<file path="src/rtl/shift_arbiter_pkg.sv">
// Shared types and constants for the shift arbiter and its barrel shifter.
package shift_arbiter_pkg;

   localparam int unsigned N_REQ   = 2;
   localparam int unsigned DATA_W  = 32;
   localparam int unsigned SHAMT_W = 5;

   typedef logic req_idx_t;

   localparam logic [DATA_W-1:0] RESP_DATA_RST = '0;

endpackage

</file>
<file path="src/rtl/shift_arbiter_left_shift.sv">
// Five-layer 32-bit logical left barrel shifter; vacated bits are zero-filled.
module left_shift
   import shift_arbiter_pkg::*;
(
   input  logic [DATA_W-1:0]  data,
   input  logic [SHAMT_W-1:0] amt,
   output logic [DATA_W-1:0]  result
);

   logic [DATA_W-1:0] layer;

   // Layer i shifts by 2**i when amt[i] is set.
   always_comb begin
      layer = data;
      for (int unsigned i = 0; i < SHAMT_W; i++) begin
         if (amt[i])
            layer = layer << (1 << i);
      end
      result = layer;
   end

endmodule

</file>
<file path="src/rtl/shift_arbiter.sv">
// Round-robin sharing of one left barrel shifter between two valid/ready requesters,
// with a single registered result stage and a wrapping completed-transaction counter.
module shift_arbiter #(
   parameter int unsigned DATA_W = 32,
   parameter int unsigned CNT_W  = 16
) (
   input  logic              clock,
   input  logic              reset_n,
   input  logic [1:0]        req_valid,
   output logic [1:0]        req_ready,
   input  logic [DATA_W-1:0] req_data0,
   input  logic [4:0]        req_amt0,
   input  logic [DATA_W-1:0] req_data1,
   input  logic [4:0]        req_amt1,
   output logic              resp_valid,
   input  logic              resp_ready,
   output logic [DATA_W-1:0] resp_data,
   output logic              resp_id,
   output logic [CNT_W-1:0]  done_count
);

   import shift_arbiter_pkg::*;

   logic              slot_free;
   logic              gnt_valid;
   req_idx_t          gnt_id;
   req_idx_t          ptr;
   logic [DATA_W-1:0] sel_data;
   logic [4:0]        sel_amt;
   logic [DATA_W-1:0] shifted;

   assign slot_free = !resp_valid || resp_ready;

   always_comb begin
      gnt_valid = 1'b0;
      gnt_id    = 1'b0;
      if (slot_free) begin
         case (req_valid)
            2'b01: begin
               gnt_valid = 1'b1;
               gnt_id    = 1'b0;
            end
            2'b10: begin
               gnt_valid = 1'b1;
               gnt_id    = 1'b1;
            end
            2'b11: begin
               gnt_valid = 1'b1;
               gnt_id    = ptr;
            end
            default: begin
               gnt_valid = 1'b0;
               gnt_id    = 1'b0;
            end
         endcase
      end
   end

   // Gated by reset_n so no requester sees an accept while reset is asserted.
   always_comb begin
      req_ready = '0;
      if (gnt_valid && reset_n)
         req_ready[gnt_id] = 1'b1;
   end

   assign sel_data = gnt_id ? req_data1 : req_data0;
   assign sel_amt  = gnt_id ? req_amt1  : req_amt0;

   left_shift u_left_shift (
      .data   (sel_data),
      .amt    (sel_amt),
      .result (shifted)
   );

   always_ff @(posedge clock or negedge reset_n) begin
      if (!reset_n) begin
         resp_valid <= 1'b0;
         resp_data  <= RESP_DATA_RST;
         resp_id    <= 1'b0;
         ptr        <= 1'b0;
         done_count <= '0;
      end else begin
         if (gnt_valid) begin
            resp_valid <= 1'b1;
            resp_data  <= shifted;
            resp_id    <= gnt_id;
            ptr        <= ~gnt_id;
         end else if (resp_ready) begin
            resp_valid <= 1'b0;
         end
         if (resp_valid && resp_ready)
            done_count <= done_count + 1'b1;
      end
   end

endmodule

</file>
<file path="config.mk">
export PLATFORM = sky130hd
export DESIGN_NAME = shift_arbiter
export DESIGN_NICKNAME = d
export VERILOG_FILES = /design/src/rtl/shift_arbiter_pkg.sv /design/src/rtl/shift_arbiter_left_shift.sv /design/src/rtl/shift_arbiter.sv
export SDC_FILE = /design/constraint.sdc
export NUM_CORES = 1
export LEC_CHECK = 0
export CELL_PAD_IN_SITES_DETAIL_PLACEMENT = 1
export CELL_PAD_IN_SITES_GLOBAL_PLACEMENT = 1
export CORE_MARGIN = 10
export CORE_UTILIZATION = 30
export CTS_CLUSTER_SIZE = 24
export DETAILED_ROUTE_END_ITERATION = 7
export PLACE_DENSITY = 0.65
export SETUP_SLACK_MARGIN = 0.02
export SLEW_MARGIN = 20
export SYNTH_ARGS = -nofsm -noshare
export SYNTH_HDL_FRONTEND = slang
export SYNTH_SLANG_ARGS = --single-unit
</file>
<file path="constraint.sdc">
create_clock -name clock -period 4.1 [get_ports clock]
set_input_delay 1.23 -clock clock [delete_from_list [all_inputs] [get_ports clock]]
set_output_delay 1.23 -clock clock [all_outputs]
set_load 0.01 [all_outputs]
</file>
Word-level counts from Yosys, hierarchy flattened
Index checks and enable logic that the tools add are counted.

storage, ports and cells
  logic and storage cells = 35
  flip-flop bits (word level) = 51

cells by class
  reduce and logical (&&, ||, !) cells = 7
  add/subtract/negate cells = 1
  bitwise logic cells = 1
  muxes and demuxes = 16
  order comparisons = 2
  eq/ne operators = 3

operators with widths
  operator                 count
  $mux W32                 6
  $add A16 B1 Y16 const B  1
  $mux W1                  6
  $mux W5                  1
  $eq A2 B2 Y1 const B     2
  $logic_and A1 B1 Y1      3
  $reduce_or A3 Y1         1
  $eq A2 B1 Y1 const B     1
  $lt A1 B2 Y1 const B     1
  $mux W2                  1
  $pmux W1 S2              1
  $reduce_bool A2 Y1       1
  $demux W1 S1             1
  $ge A1 B1 Y1 const B     1
  $logic_not A1 Y1         1
  $logic_or A1 B1 Y1       1
  $not A1 Y1               1

Longest topological paths before layout
  depth after elaboration = 9
  gate-level depth with buffers = 9
  gate-level depth less buffers = 6

Cells and area by module
From an unflattened synthesis, not the netlist that was laid out.

unflattened totals
  cell total of the unflattened synthesis = 364
  area, all modules = 4,381.7 um^2

modules (own cells, without submodules)
  module         cells an instance  area each (um^2)  instances
  shift_arbiter  181                2,607.5           1
  left_shift     183                1,774.2           1

Least setup slack after synthesis
No wires, ideal clock.

  kind = in2out
  from = in req_valid[1]
  to = out req_ready[1]
  path buffers = 1
  cell stages on the path = 5
  arrival = 2.119 ns
  required time = 2.870 ns
  setup slack = 0.751 ns
  cell sequence = buf_2 > nor2_1 > nor2_1 > nand2_1 > nor3_1

on the way
  cells in the longest elaborated chain, start to end = 8
  elaborated cells between the ends (all ways) = 15
  those cells by class = 2 x order compare; 3 x eq/ne; 7 x mux; 3 x reduce/logical

RTL lines
  what                                                                line                 text
  start: declaration                                                  shift_arbiter.sv:9   input logic [1:0] req_valid,
  $eq A2 B2 Y1                                                        shift_arbiter.sv:38  case (req_valid)
  $pmux W1 S2                                                         shift_arbiter.sv:38
  $mux W1                                                             shift_arbiter.sv:37  if (slot_free) begin
  $lt A1 B2 Y1 (not written as such) or $ge A1 B1 Y1 (tied branches)  shift_arbiter.sv:63  req_ready[gnt_id] = 1'b1;
  $logic_and A1 B1 Y1 (not written as such)                           shift_arbiter.sv:63
  $mux W1 (not written as such)                                       shift_arbiter.sv:63
  $demux W1 S1                                                        shift_arbiter.sv:63
  $mux W2 (*)                                                         shift_arbiter.sv:62  if (gnt_valid && reset_n)
  end: declaration                                                    shift_arbiter.sv:10  output logic [1:0] req_ready,

Every way passes the cells marked *; elsewhere a longest branch is shown, timed or not.

Worst setup path after layout
  from = in req_valid[0]
  to = out req_ready[1]

The elaborated chain is that of the path after synthesis.

==> metrics.cfg <==
[status]
status = complete, no violations

[routing]
drt-total-wl_um = 20260
drt_first_pass_iters = 5
drc = 0
drt.antenna.violating_nets = 0
route.vias.total = 4856
detail_route.vias_per_cell = 5.633
post_drt_wl_per_cell_um = 23.50
drt_iter0_markers = 338

[finish]
layout.cell_area.non_filler_sq_um = 6863
antenna_diode_count = 0
filler_cells_inserted = 1868
layout-drive-gt1-share_pct = 19.00
areaGrowthSynthToFinish_pct = 34.70
finalCoreUtilization_pct = 41.24
final_nets = 722

[die]
coreArea_sq_um = 16640
boundaryPins = 131
vert_die_dim_um = 150.3
floorplan.initialDensity_pct = 30.61
placement_rows = 47
die_area_sq_um = 22600
die_w_um = 150.3

[sta]
fin_worst_skew_ns = 0.004661
fin_crit_ns = 3.733
fin_ws_ns = 0.3674
final_min_period_over_clock_period_pct = 91.04
top_achievable_clock_speed_mhz = 267.9
max_slew.worst_pin.slew_ns = 0.9050
rsz0062_at_grt = false
setup-violations-final = 0
finalHoldViolations = 0
timing.max_slew.rel_slack_pct = 39.67
fin_setup_tns_ns = 0
report.final.slew_viol_count = 0

[clocking]
tritoncts = built
cts_num_sinks = 51
resized_cells_post_cts = 0
holdBufCountCts = 0
cts_buffer_depth = 2
clockRootBuffer = clkbuf_16
cts_setup_buffers = 0
htree_num_levels = 2
clkTransAtPathRegs_ns = 0.07
number_of_buffers_inserted_during_clock_tree_synthesis = 5
clock_latency_on_the_worst_skew_pair_ns = 0.30

[synthesis]
ys_async_sr_fraction_pct = 100.0
netlist.top_cell.by_area = dfrtp_1
netlist_area_sq_um = 5095
number_of_enable_flip_flop_cells_after_synthesis = 0
count_of_state_elements_after_synthesis = 51
syn-num-nets = 593
number_of_distinct_standard_cells_referenced_by_the_synthesized_netlist = 67
synthesis.instances = 513
yosysWarningCount = 0
netlist_top_cells_area = dfrtp_1, mux4_2, mux2i_1
part_of_the_yosys_area_used_for_sequential_elements_pct = 25.05
synth_flop_cell = dfrtp_1
synth_top_area_share_pct = 25.05
synth_common_cells = nand2_1, mux2i_1, dfrtp_1, mux4_2, nor2_1
synth.most_common_cell = nand2_1
synth.avg_cell_area_sq_um = 9.932

[worst_setup_path]
timing.critical_path.slowest_cell_delay_ns = 0.55
startpoint_type = input pin
end_kind = output pin
worst-setup-path-type = input pin to output pin
worst-r2r-cell-count = 8
timing.rr.end = resp_data[22]
worstSetupStartpoint = req_valid[0]
crit_reg_reg_startpoint = ptr
timing.critical_path.arrival_ns = 2.50
crit_path_end = req_ready[1]
worst_ep_required_time_ns = 2.87
cp_cell_sequence = clkdlybuf4s50_1 -> nor2_1 -> nor2_2 -> nand2_1 -> nor3_1 -> dlymetal6s2s_1
crit_path_top_delay_cell = clkdlybuf4s50_1
crit_path_max_fanout = 4
r2r_slack_ns = 1.68

[global_route]
layer_with_the_highest_usage = met2
antenna_violations_before_repair = 0
grt_start_max_net_pins = 52
grt_pass1_wl_um = 31960
groute.layer.met1.usage_pct = 24.38
grt_pass1_vias = 5197
gr-usage-met3_pct = 3.301
met2_track_utilization_from_global_routing_pct = 28.84
grtUsageTotal_pct = 17.83
grt_overflow = 0

[power_and_ir_drop]
power.total_mw = 2.142
power_per_cell_area_nw_per_um2 = 312.1
largest_vdd_supply_drop_mv = 0.1521
power.leakage_nw = 2.808

[placement]
place_congestion = 0.9187
port_buffers = 130
placedInstanceArea_sq_um = 6693
dp.final_hpwl_um = 16770
preCtsSetupSlack_ns = 0.06139

[run]
max_cap_violations = 0

[worst_hold_path]
holdCritPathClass = flop to flop

[power by group]
group	internal, mW	switching [mW]
combinational	0.501	0.487
clock	0.285	0.189
sequential	0.595	0.0853
total	1.38	0.761
[cell usage in the layout, fill, tap and decap left out, types with 4 or more instances in the layout]
cell / Yosys / routed
mux4_2: 41 / 41
o211ai_1: 7 / 7
buf_4: 8 / 32
dfrtp_1: 51 / 51
o21ai_0: 10 / 10
mux2i_1: 62 / 62
clkdlybuf4s50_1: 0 / 123
xor2_1: 5 / 5
nand3_1: 12 / 12
a21oi_1: 18 / 18
nor3_1: 8 / 8
a222oi_1: 4 / 4
nand2_1: 64 / 64
a22o_1: 10 / 10
xnor2_1: 10 / 10
a211o_1: 4 / 4
clkbuf_16: 0 / 5
o21ai_1: 12 / 11
nand4_1: 8 / 8
mux2_2: 17 / 17
o22ai_1: 6 / 6
nand2b_1: 5 / 5
buf_2: 17 / 5
a211oi_1: 9 / 9
nor2_1: 28 / 27
mux2_1: 5 / 5
nor2b_1: 4 / 4
a32oi_1: 4 / 4
and3_1: 4 / 4
a31oi_1: 8 / 8
[area by class of cell]
| cell class | instances | area [sq um] | share of cell area, % |
|---|---|---|---|
| flip-flops and latches | 51 | 1276 | 18.60 |
| clock buffers | 5 | 125.1 | 1.823 |
| clock inverters | 2 | 37.54 | 0.5469 |
| inverters | 5 | 18.77 | 0.2735 |
| multi-input cells | 414 | 3548 | 51.70 |
| repair buffers | 165 | 1582 | 23.04 |
| well taps | 220 | 275.3 | 4.011 |
[sequential cells by signal (all words and copies together) (netlist names)]
| name | flops |
|---|---|
| resp_data | 32 |
| done_count | 16 |
| ptr | 1 |
| resp_valid | 1 |
| resp_id | 1 |
[worst min-delay path by stage]
stage | slack [ns] | end | start | cells after the start
2_1_floorplan | 0.50 | ptr | ptr | 2
3_3_place_gp | 0.46 | done_count[15] | done_count[15] | 1
3_5_place_dp | 0.47 | done_count[15] | done_count[15] | 1
4_1_cts | 0.48 | done_count[15] | done_count[15] | 1
5_1_grt | 0.49 | done_count[15] | done_count[15] | 1
6_report | 0.47 | done_count[15] | done_count[15] | 1
[cells by family after synthesis]
group	after synthesis	synth area share, %
simple gates	154	14.59
xor+xnor	15	2.578
fa+ha+maj	1	0.2455
mux	125	35.17
flops	51	25.05
buf+inv	48	5.427
compound gates	119	16.95
[per-layer routing]
| layer | vias to the layer above | part of all wire, % |
|---|---|---|
| li1 | 2249 | - |
| met1 | 2443 | 45 |
| met2 | 154 | 47 |
| met3 | 10 | 6.1 |
| met4 | 0 | 1.1 |
| met5 | - | 0 |
[worst max-delay path, delay by kind of cell]
kind | cells | cell delay, ns
simple gates | 4 | 0.50
buf+inv | 2 | 0.77
[metrics by stage]
step | hold slack, ns | cells
after global placement | 0.4621 | 855
after global routing | 0.4918 | 862
final | 0.4717 | 862
after CTS | 0.4802 | 862
after detailed placement | 0.4664 | 855
after floorplan | 0.4997 | 513
No activity file was read; power rests on OpenSTA's default activity.
